--- src/rtl/top.sv ---
// SPI master for the PMOD DA4 (AD5628). A write request sends one 32-bit
// "write and update all DACs" frame. The first request after reset is
// preceded by a one-time internal-reference enable frame.
module top #(
  parameter int SCLK_HALF  = 10,  // system clocks per sclk half-period (2..255)
  parameter int GAP_CYCLES = 20   // minimum cs-high clocks between frames (>= 2)
) (
  input  logic        clk100mhz,
  input  logic        rst,
  output logic        cs,
  output logic        mosi,
  output logic        sclk,
  input  logic        st_wrt,
  input  logic [11:0] data_in,
  output logic        done
);

  // One counter times both sclk half-periods and the inter-frame gap
  localparam int CW = ($clog2(GAP_CYCLES) > 8) ? $clog2(GAP_CYCLES) : 8;
  localparam logic [CW-1:0] HALF_M1 = CW'(SCLK_HALF - 1);
  localparam logic [CW-1:0] GAP_M2  = CW'(GAP_CYCLES - 2);
  localparam logic [31:0]   REF_FRAME = 32'h0800_0001;

  typedef enum logic [2:0] {
    S_IDLE,
    S_LOAD_REF,
    S_LOAD_DATA,
    S_SHIFT,
    S_TAIL,
    S_GAP
  } state_t;

  state_t        state_reg, state_next;
  logic [31:0]   shreg_reg, shreg_next;
  logic [11:0]   code_reg, code_next;
  logic [CW-1:0] cnt_reg, cnt_next;
  logic [4:0]    bit_reg, bit_next;
  logic          ref_done_reg, ref_done_next;
  logic          is_ref_reg, is_ref_next;
  logic          cs_reg, cs_next;
  logic          sclk_reg, sclk_next;
  logic          mosi_reg, mosi_next;
  logic          done_reg, done_next;
  logic [31:0]   data_frame;

  assign data_frame = {4'h0, 4'b0011, 4'b1111, code_reg, 8'h00};

  // State and output registers; reset aborts any frame in progress
  always_ff @(posedge clk100mhz) begin
    if (rst) begin
      state_reg    <= S_IDLE;
      shreg_reg    <= '0;
      code_reg     <= '0;
      cnt_reg      <= '0;
      bit_reg      <= '0;
      ref_done_reg <= 1'b0;
      is_ref_reg   <= 1'b0;
      cs_reg       <= 1'b1;
      sclk_reg     <= 1'b0;
      mosi_reg     <= 1'b0;
      done_reg     <= 1'b0;
    end else begin
      state_reg    <= state_next;
      shreg_reg    <= shreg_next;
      code_reg     <= code_next;
      cnt_reg      <= cnt_next;
      bit_reg      <= bit_next;
      ref_done_reg <= ref_done_next;
      is_ref_reg   <= is_ref_next;
      cs_reg       <= cs_next;
      sclk_reg     <= sclk_next;
      mosi_reg     <= mosi_next;
      done_reg     <= done_next;
    end
  end

  // Next-state and next-output logic for the frame sequencer
  always_comb begin
    state_next    = state_reg;
    shreg_next    = shreg_reg;
    code_next     = code_reg;
    cnt_next      = cnt_reg;
    bit_next      = bit_reg;
    ref_done_next = ref_done_reg;
    is_ref_next   = is_ref_reg;
    cs_next       = cs_reg;
    sclk_next     = sclk_reg;
    mosi_next     = mosi_reg;
    done_next     = 1'b0;

    case (state_reg)
      S_IDLE: begin
        if (st_wrt) begin
          code_next  = data_in;
          state_next = ref_done_reg ? S_LOAD_DATA : S_LOAD_REF;
        end
      end

      S_LOAD_REF: begin
        shreg_next  = REF_FRAME;
        mosi_next   = REF_FRAME[31];
        is_ref_next = 1'b1;
        cs_next     = 1'b0;
        sclk_next   = 1'b0;
        cnt_next    = '0;
        bit_next    = '0;
        state_next  = S_SHIFT;
      end

      S_LOAD_DATA: begin
        shreg_next  = data_frame;
        mosi_next   = data_frame[31];
        is_ref_next = 1'b0;
        cs_next     = 1'b0;
        sclk_next   = 1'b0;
        cnt_next    = '0;
        bit_next    = '0;
        state_next  = S_SHIFT;
      end

      S_SHIFT: begin
        if (cnt_reg == HALF_M1) begin
          cnt_next = '0;
          if (!sclk_reg) begin
            sclk_next = 1'b1;
          end else begin
            // Falling edge: the DAC samples here, data moves on at the same edge
            sclk_next  = 1'b0;
            shreg_next = {shreg_reg[30:0], 1'b0};
            mosi_next  = shreg_reg[30];
            bit_next   = bit_reg + 5'd1;
            if (bit_reg == 5'd31) begin
              mosi_next  = 1'b0;
              state_next = S_TAIL;
            end
          end
        end else begin
          cnt_next = cnt_reg + 1'b1;
        end
      end

      S_TAIL: begin
        // Hold cs low one more half-period after the last falling edge
        if (cnt_reg == HALF_M1) begin
          cnt_next   = '0;
          cs_next    = 1'b1;
          done_next  = !is_ref_reg;
          state_next = S_GAP;
          if (is_ref_reg) begin
            ref_done_next = 1'b1;
          end
        end else begin
          cnt_next = cnt_reg + 1'b1;
        end
      end

      S_GAP: begin
        if (cnt_reg == GAP_M2) begin
          cnt_next   = '0;
          state_next = is_ref_reg ? S_LOAD_DATA : S_IDLE;
        end else begin
          cnt_next = cnt_reg + 1'b1;
        end
      end

      default: begin
        state_next = S_IDLE;
      end
    endcase
  end

  assign cs   = cs_reg;
  assign sclk = sclk_reg;
  assign mosi = mosi_reg;
  assign done = done_reg;

endmodule

--- config.mk ---
export PLATFORM = sky130hd
export DESIGN_NAME = top
export DESIGN_NICKNAME = d
export VERILOG_FILES = /design/src/rtl/top.sv
export SDC_FILE = /design/constraint.sdc
export NUM_CORES = 1
export LEC_CHECK = 0
export CORE_MARGIN = 10
export CORE_UTILIZATION = 40
export DETAILED_ROUTE_END_ITERATION = 8
export PLACE_DENSITY = 0.58
export SETUP_SLACK_MARGIN = 0.15
export SYNTH_ARGS = -nofsm -noshare
export SYNTH_HDL_FRONTEND = slang
export SYNTH_SLANG_ARGS = --single-unit
--- constraint.sdc ---
create_clock -name clk100mhz -period 3 [get_ports clk100mhz]
set_clock_uncertainty 0.05 [all_clocks]
set_input_delay 0.45 -clock clk100mhz [delete_from_list [all_inputs] [get_ports clk100mhz]]
set_output_delay 0.45 -clock clk100mhz [all_outputs]
set_load 0.05 [all_outputs]
==> results of run 1 <==
[synth_stat cells (2+ instances only)]
cell / number / area (um2)
o2111ai_1: 6 / 52.6
nand3_1: 30 / 150
a31o_2: 5 / 43.8
or2_2: 2 / 12.5
o31ai_1: 13 / 97.6
mux2i_1: 13 / 130
nor2_1: 14 / 52.6
o311a_1: 2 / 20.0
buf_2: 5 / 25.0
ha_1: 5 / 62.6
nor3_1: 2 / 10.0
nor4b_1: 5 / 43.8
o21bai_1: 2 / 15.0
o21ai_0: 12 / 60.1
clkbuf_1: 22 / 82.6
or3_1: 2 / 12.5
inv_1: 7 / 26.3
nand2_1: 58 / 218
a21oi_1: 44 / 220
a41oi_1: 2 / 17.5
dfxtp_1: 65 / 1300
nand3b_1: 3 / 22.5
and3_1: 6 / 37.5
[worst min-delay path, cell delays in order, from the launching register on]
cell	delay [ps]
dfxtp_1	310
nand2_1	50
a21oi_1	50
[final timing paths]
kind / startpoint / cells past startpoint / to
max: cnt_reg[2] / 6 / shreg_reg[0]
min: shreg_reg[24] / 2 / shreg_reg[24]
max reg2reg: cnt_reg[2] / 6 / shreg_reg[0]
min reg2reg: shreg_reg[24] / 2 / shreg_reg[24]
[cell type report]
| cell class | instances | area, um2 |
|---|---|---|
| Clock buffer | 13 | 169 |
| Inverter | 7 | 26.3 |
| Timing Repair Buffer | 28 | 250 |
| Tap cell | 96 | 120 |
| Sequential cell | 65 | 1300 |
| Clock inverter | 2 | 60.1 |
| Multi-Input combinational cell | 243 | 1420 |
| Fill cell | 666 | 3520 |
[routing by layer]
metal | GRT usage, % | share of wire (%) | vias up
li1 | - | - | 1251
met1 | 14.7 | 49 | 1131
met2 | 19.0 | 46 | 39
met3 | 2.52 | 3.0 | 10
met4 | 5.37 | 1.7 | 0
met5 | 0 | 0 | -
[power breakdown]
| part | internal, mW | total [mW] | switching (mW) |
|---|---|---|---|
| clock network | 0.532 | 0.850 | 0.318 |
| registers | 0.957 | 1.04 | 0.0868 |
| logic | 0.294 | 0.895 | 0.601 |
| total | 1.78 | 2.79 | 1.01 |
[cells by family after synthesis]
kind of cell / after synthesis
and+or+nand+nor: 129
AOI/OAI and AO/OA: 95
DFF: 65
buffers and inverters: 35
muxes: 13
adders and majority gates: 5
xor gates and xnor gates: 1
==> impl_results.md, run 1 <==
- Layout Nets: approximately 370
- Total routed wirelength: around 6300 um
- Mux cell area share after synthesis: 4.55%
- Distinct cell type count after synthesis: 41
- CP Max Fanout: 19
- Final Setup Violations: 0
- Seq cells post-synth: 65
- Synth Area in XOR/XNOR: less than 1%
- Cell area after technology mapping: roughly 2900 um2
- Slew margin rel.: 58.5%
- Ant diodes: 0
- Layout cells sized above 1: 9.78%
- Largest register FFs: 31
- Vias in the first global route: ~2,400
- Most common cell after layout, fill and taps aside: dfxtp_1
- Placed insts: 439
- Worst path buffer plus inverter count: 1
- Max_cap viols: 0
- Commonest register cell after synthesis: dfxtp_1
- Via Count: 2,431
- DIE WIDTH: 105 um
- Syn_nets: 363
- CP startpoint kind: flop
- Hold-fix buffers, CTS: 0
- Synth Area in Compound Gates: 21.1%
- Most frequent cells in the layout: 65 x dfxtp_1, 58 x nand2_1, 44 x a21oi_1
- GRT Total Usage: 11.8%
- Detailed Routing Iterations Pass 1: 4
- Setup bufs post-CTS: 0
- Post-CTS resize count: 0
- Starting Density: a little over two fifths
- Status: complete, no violations
- FFs w/ async S/R, synth: 0%
- Crit path DAT: 2450 ps
- Finished Layout Cells: 454
- Die area: 10,900 um2
- I/O pins: 19
- Simple-gate share of the synthesized area: 21.5%
- Final ANT Viol Nets: 0
- Min-delay worst type: flop to flop
- Worst EP required: around 3200 ps
- Power Total: 2.79 mW
- Ys Warns: 0
- Post-DP Area: 3120 um2
- Worst reg-to-reg setup slack: between 700 and 800 ps
- EDFF count, synth: 0
- Final Core Density: 48.7%
- Cells after synthesis: about 340
- Post-route cell area: between 3000 and 4000 um2
- Final setup margin: 703 ps
- Worst Setup End Kind: flop
- Largest family of logic cells by synthesized area: simple AND/OR/NAND/NOR gates
- CTS sink count: 65
- # DRC: 0
- Largest net degree at the start of global routing: 51
- Worst-skew pair later-pin latency: 330 ps
- GPL Wtd Cong: 0.783
- IO buf count: 18
- Final hold slack: roughly 400 ps
- First-pass GRT wire length: 11,200 um
- Post-Synth Adder-Cell Area: 2.19%
- Core Rows: 30
- Worst slew pin tran: 621 ps
- CP max stage cell: or4_4
- Syn Area/Cell: 8.34 um2
- Sequential area share after synthesis: 45.5%
- Slew Limit Fails: 0
- Initial antenna violation count: 0
- Final Cycle Share: about three quarters
- Pwr Density: 833 nW/um2
- Core ar.: 6870 um2
- Post-DP HPWL: between 4000 and 5000 um
- CTS root buf: clkbuf_8
- Layout area overhead: 17.1%
- CTS H-tree depth: 3
- Routed WL per cell: ~14 um
- Crit-path max cell delay: 560 ps
- Peak VDD IR: ~0.28 mV
- Die Height: 105 um
- DP Worst Slack: 702 ps
- Iteration-0 DRC Markers: around 190
- Lkg Pwr: around 1.2 nW
- Worst-path clk slew: approximately 70 ps
- RSZ-0062 raised after global routing: no
- Worst Setup Path Type: flop to flop
- Peak Freq: 0.435 GHz
- Post-DR vias/cell: approximately 5.4
- Clock tree from TritonCTS: done
- Top Family by Delay on Critical Path: simple AND/OR/NAND/NOR gates
- Grt ovf: 0
- Final min period: approximately 2300 ps
- Max clock buf depth: 2
- Num CTS Buffers: 9
- Final Hold Viols: 0
- Worst path cell trace: or4_4, o311a_1, or3_1, buf_4, a22oi_1, nor2_1
- Setup TNS: 0 ps
(Power assumes the default switching activity.)
==> run 2: changes to the inputs <==
Settings changed: PLACE_DENSITY 0.58 to 0.6.
Clock period 3 ns to 2 ns, I/O delays scaled along.
==> impl_results.md, run 2 (same netlist as run 1, synthesis figures left out) <==
- CP startpoint kind: flop
- Final setup margin: -117 ps (-820 ps)
- Vias in the first global route: 2,435 (+3.4%)
- Total routed wirelength: 6820 um (+8.3%)
- DIE WIDTH: 105 um (unchanged)
- Largest net degree at the start of global routing: 30 (-41%)
- Peak Freq: 0.472 GHz (+8.5%)
- Final Hold Viols: 0 (unchanged)
- Hold-fix buffers, CTS: 0 (unchanged)
- I/O pins: 19 (unchanged)
- Worst slew pin tran: 589 ps (-32.1 ps)
- RSZ-0062 raised after global routing: yes
- Layout area overhead: 27.9%
- Most frequent cells in the layout: 63 x dfxtp_1, 56 x nand2_1, 38 x a21oi_1
- FF-to-FF End: bit_reg[3]
- CTS H-tree depth: 3 (unchanged)
- IO buf count: 18 (unchanged)
- Core Rows: 30 (unchanged)
- Placed insts: 462 (+5.2%)
- CP Max Fanout: 8 (-11)
- Pwr Density: 1200 nW/um2 (+44%)
- Finished Layout Cells: 481 (+5.9%)
- Worst reg-to-reg setup slack: -120 ps (-820 ps)
- CTS root buf: clkbuf_8
- CTS sink count: 65 (unchanged)
- Slew Limit Fails: 0 (unchanged)
- Final ANT Viol Nets: 0 (unchanged)
- Post-DP HPWL: 4410 um (+7.8%)
- Num CTS Buffers: 9 (unchanged)
- Layout Nets: 400 (+7.0%)
- Slew margin rel.: 60.7% (+2.2 points)
- Routed WL per cell: 14.2 um (+2.2%)
- First-pass GRT wire length: 11,400 um (+2.0%)
- Final min period: 2120 ps (-180 ps)
- Power Total: 4.38 mW (+57%)
- Detailed Routing Iterations Pass 1: 4 (unchanged)
- # DRC: 0 (unchanged)
- Clock tree from TritonCTS: done
- Initial antenna violation count: 0 (unchanged)
- Worst-path clk slew: 70 ps (about the same)
- Final Core Density: 53.2% (+4.5 points)
- Max clock buf depth: 2 (unchanged)
- Largest register FFs: 31 (unchanged)
- R2R cell count: 5 (-1)
- Final Setup Violations: 42 (+42)
- Lkg Pwr: 1.38 nW (+13%)
- Worst Setup End Kind: flop
- Worst EP required: 2230 ps (-920 ps)
- Post-DR vias/cell: 5.24 (-2.2%)
- Crit path DAT: 2340 ps (-110 ps)
- Worst-skew pair later-pin latency: 340 ps (about the same)
- Final Cycle Share: 106% (+29 points)
- Die area: 10,900 um2 (unchanged)
- GPL Wtd Cong: 0.806 (+3.0%)
- GRT Total Usage: 12.3% (+0.45 points)
- Core ar.: 6870 um2 (unchanged)
- Start point of the worst hold path: rst
- Status: finished, violations left
- Layout cells sized above 1: 22.3% (+13 points)
- Max_cap viols: 0 (unchanged)
- Ant diodes: 0 (unchanged)
- Failing checks: setup timing
- Worst Setup Path Type: flop to flop
- Most common cell after layout, fill and taps aside: dfxtp_1
- Starting Density: 41.6% (unchanged)
- Worst r2r src: cnt_reg[6]
- Via Count: 2,519 (+3.6%)
- Iteration-0 DRC Markers: 93 (-51%)
- Die Height: 105 um (unchanged)
- Peak VDD IR: 0.518 mV (+86%)
- Hold Path Cell Cnt: 4 (+2)
- Grt ovf: 0 (unchanged)
- Hold Path End: state_reg[0]
- Setup TNS: -3040 ps (-3040 ps)
- Min-delay worst type: primary input to flop
[run 2: cell count changes in the layout (fill, tap and decap cells not counted), sizes merged]
cell / before / now
clkdlybuf4s50: 17 / 14
clkinv: 0 / 3
buf: 11 / 37
bufinv: 2 / 1
clkinvlp: 0 / 1
clkbuf: 13 / 11
dlygate4sd2: 0 / 3
[run 2: final cells by class]
type,instances,area [um2]
flip-flops and latches,65,1300
inverters,7,26.3
multi-input cells,243,1540
fillers,648,3210
clock inverters,5,56.3
well taps,96,120
clock buffers,11,131
repair buffers,54,480
[run 2: metrics by stage]
stage               setup slack (ps)  hold slack [ps]  instance area, um2
floorplan                       -160              382                2890
global placement                -187              392                3310
detailed placement              -218              397                3310
CTS                             -113              274                3510
global route                    -196              311                3660
finish                          -117              286                3660
[run 2: worst max-delay path, stage by stage, from the launching register on]
cell	delay [ps]
dfxtp_2	320
or4_4	540
o311a_4	330
or3_4	390
or3_1	320
a21oi_1	110
[run 2: what timing repair did]
action | in CTS | in global routing
endpoints found under the setup margin | 50 | 48
resized for setup | 7 | 33
pin swaps | 5 | 17
setup buffers | 0 | 1
gates cloned | 0 | 2
[run 2: how the worst max path moves through the flow]
stage	from	endpoint	slack, ps	cells after the start
2_1_floorplan	cnt_reg[6]	shreg_reg[10]	-160	8
3_3_place_gp	cnt_reg[6]	shreg_reg[14]	-190	5
3_5_place_dp	cnt_reg[6]	shreg_reg[8]	-220	5
4_1_cts	cnt_reg[6]	bit_reg[3]	-110	5
5_1_grt	cnt_reg[6]	shreg_reg[5]	-200	8
6_report	cnt_reg[6]	bit_reg[3]	-120	5
[run 2: report_power, final]
group	switching (mW)	internal, mW
Combinational	1.06	0.700
Sequential	0.112	1.43
Clock	0.504	0.574
Total	1.68	2.71
[run 2: routing by layer]
| layer | vias up | track usage, % | part of all wire (%) |
|---|---|---|---|
| met2 | 36 | 18.5 | 45 |
| met4 | 0 | 5.17 | 1.3 |
| met5 | - | 0 | 0 |
| li1 | 1302 | - | - |
| met3 | 7 | 3.26 | 3.3 |
| met1 | 1174 | 16.1 | 50 |
==> run 3: changes to the inputs <==
Settings changed: PLACE_DENSITY 0.6 to unset, PLACE_DENSITY_LB_ADDON set to 0.25, SLEW_MARGIN set to 0.
==> impl_results.md, run 3 (same netlist as run 1, synthesis figures left out) <==
- Worst Setup End Kind: flop
- IO buf count: 18 (unchanged)
- Failing checks: setup timing
- GPL Wtd Cong: 0.890 (+10%)
- Register share of total power: 27.4% (-7.9 points)
- Sw Pwr: 2.01 mW (+20%)
- Worst path cell trace: or4_4, o311a_4, or3_4, clkbuf_16, o31ai_2
- Final Hold Viols: 0 (unchanged)
- Worst-path clk slew: 80 ps (about the same)
- Starting Density: 41.6% (unchanged)
- CP max stage cell: or4_4
- Peak VDD IR: 0.655 mV (+26%)
- Setup TNS: -5070 ps (-2030 ps)
- Peak Freq: 0.460 GHz (-2.7%)
- Pwr Density: 1400 nW/um2 (+17%)
- Most frequent cells in the layout: 63 x dfxtp_1, 51 x nand2_1, 42 x a21oi_1
- Most common cell after layout, fill and taps aside: dfxtp_1
- Hold Path End: state_reg[1]
- Status: finished, violations left
- Worst EP required: 2210 ps (-20 ps)
- Layout area overhead: 41.9%
- Via Count: 2,648 (+5.1%)
- Final setup margin: -176 ps (-58.5 ps)
- Int Pwr: 3.66 mW (+35%)
- Iteration-0 DRC Markers: 138 (+48%)
- Hold Path Cell Cnt: 3 (-1)
- Clock tree from TritonCTS: done
- Crit path DAT: 2390 ps (+50 ps)
- Final Setup Violations: 45 (+7.1%)
- DIE WIDTH: 105 um (unchanged)
- CTS H-tree depth: 3 (unchanged)
- Clock power share: 27.3% (+2.7 points)
- R2R cell count: 5 (unchanged)
- Min-delay worst type: primary input to flop
- Power Total: 5.67 mW (+29%)
- Slew margin rel.: 58.9% (-1.8 points)
- Crit-path max cell delay: 530 ps (about the same)
- CTS root buf: clkbuf_8
- Final Cycle Share: 109% (+2.9 points)
- Max_cap viols: 0 (unchanged)
- RSZ-0062 raised after global routing: yes
- Largest net degree at the start of global routing: 31 (+3.3%)
- Post-DP HPWL: 4250 um (-3.6%)
- Routed WL per cell: 15.3 um (+7.7%)
- Initial antenna violation count: 0 (unchanged)
- Switching share of total power: 35.4% (-2.8 points)
- Core ar.: 6870 um2 (unchanged)
- Lkg Pwr: 1.53 nW (+11%)
- First-pass GRT wire length: 11,600 um (+1.6%)
- Detailed Routing Iterations Pass 1: 4 (unchanged)
- Vias in the first global route: 2,431 (-0.16%)
- CP startpoint kind: flop
- Combinational share of power: 45.3% (+5.2 points)
- Layout Nets: 405 (+1.3%)
- Worst-skew pair later-pin latency: 350 ps (about the same)
- CP Max Fanout: 7 (-1)
- Worst r2r src: cnt_reg[6]
- Worst path buffer plus inverter count: 1 (+1)
- Slew Limit Fails: 0 (unchanged)
- CTS sink count: 65 (unchanged)
- Die area: 10,900 um2 (unchanged)
- Layout cells sized above 1: 27.9% (+5.6 points)
- Final min period: 2180 ps (+58.5 ps)
- Hold-fix buffers, CTS: 0 (unchanged)
- I/O pins: 19 (unchanged)
- Grt ovf: 0 (unchanged)
- Total routed wirelength: 7420 um (+8.8%)
- Final ANT Viol Nets: 0 (unchanged)
- Die Height: 105 um (unchanged)
- Post-DR vias/cell: 5.45 (+4.0%)
- # DRC: 0 (unchanged)
- Top Family by Delay on Critical Path: simple AND/OR/NAND/NOR gates
- Worst Setup Path Type: flop to flop
- Worst slew pin tran: 616 ps (+27.4 ps)
- Ant diodes: 0 (unchanged)
- Core Rows: 30 (unchanged)
- Worst reg-to-reg setup slack: -180 ps (-60 ps)
- Largest register FFs: 31 (unchanged)
- Max clock buf depth: 2 (unchanged)
- Start point of the worst hold path: rst
- FF-to-FF End: shreg_reg[8]
- GRT Total Usage: 12.6% (+0.35 points)
- Num CTS Buffers: 9 (unchanged)
run 3: area by class of cell:
type / count / area (um2)
tap: 96 / 120
sequential: 65 / 1300
multi-input combinational: 244 / 1660
inverter: 7 / 26.3
timing repair buffer: 58 / 669
fill: 590 / 2810
clock inverter: 6 / 138
clock buffer: 10 / 138
run 3: worst max path at each step:
stage	slack, ps	startpoint	to	cells past startpoint
finish	-180	cnt_reg[6]	shreg_reg[8]	5
global placement	-180	cnt_reg[6]	shreg_reg[15]	5
CTS	-120	cnt_reg[6]	shreg_reg[18]	5
detailed placement	-250	cnt_reg[6]	shreg_reg[11]	5
floorplan	-160	cnt_reg[6]	shreg_reg[10]	8
global route	-250	cnt_reg[6]	shreg_reg[8]	5
run 3: tightest hold or removal path, delay by kind of cell:
| family | cells | cell delay, ps |
|---|---|---|
| AOI/OAI and AO/OA | 1 | 140 |
| buffers and inverters | 2 | 190 |
run 3: metrics by stage:
stage / worst slack [ps] / std cells / util, % / hold WS (ps) / instance area (um2)
final: -176 / 486 / 59.1 / 280 / 4060
after global routing: -245 / 486 / 59.1 / 286 / 4060
after CTS: -120 / 480 / 54.3 / 275 / 3730
after detailed placement: -253 / 457 / 47.8 / 397 / 3280
after global placement: -185 / 457 / 47.8 / 391 / 3280
after floorplan: -160 / 343 / - / 382 / 2890
run 3: metal layers:
metal | vias up | wire (um) | share of wire, % | GRT usage [%]
li1 | 1315 | - | - | -
met1 | 1268 | 3370 | 45 | 15.8
met2 | 56 | 3580 | 48 | 19.0
met3 | 9 | 334 | 4.5 | 4.79
met4 | 0 | 129 | 1.7 | 4.97
met5 | - | 0 | 0 | 0
run 3: repair_timing:
item	CTS	global route
gates cloned	3	5
endpoints found under the setup margin	49	48
setup buffers	4	1
resized for setup	18	44
pin swaps	9	9
run 3: power by group through the flow:
stage,Combinational (mW),Clock [mW],Sequential (mW)
after global placement,1.48,0,1.56
after CTS,1.93,1.56,1.54
after global routing,2.75,1.64,1.58
final,2.57,1.55,1.56
after detailed placement,1.49,0,1.57
after floorplan,1.12,0,1.56
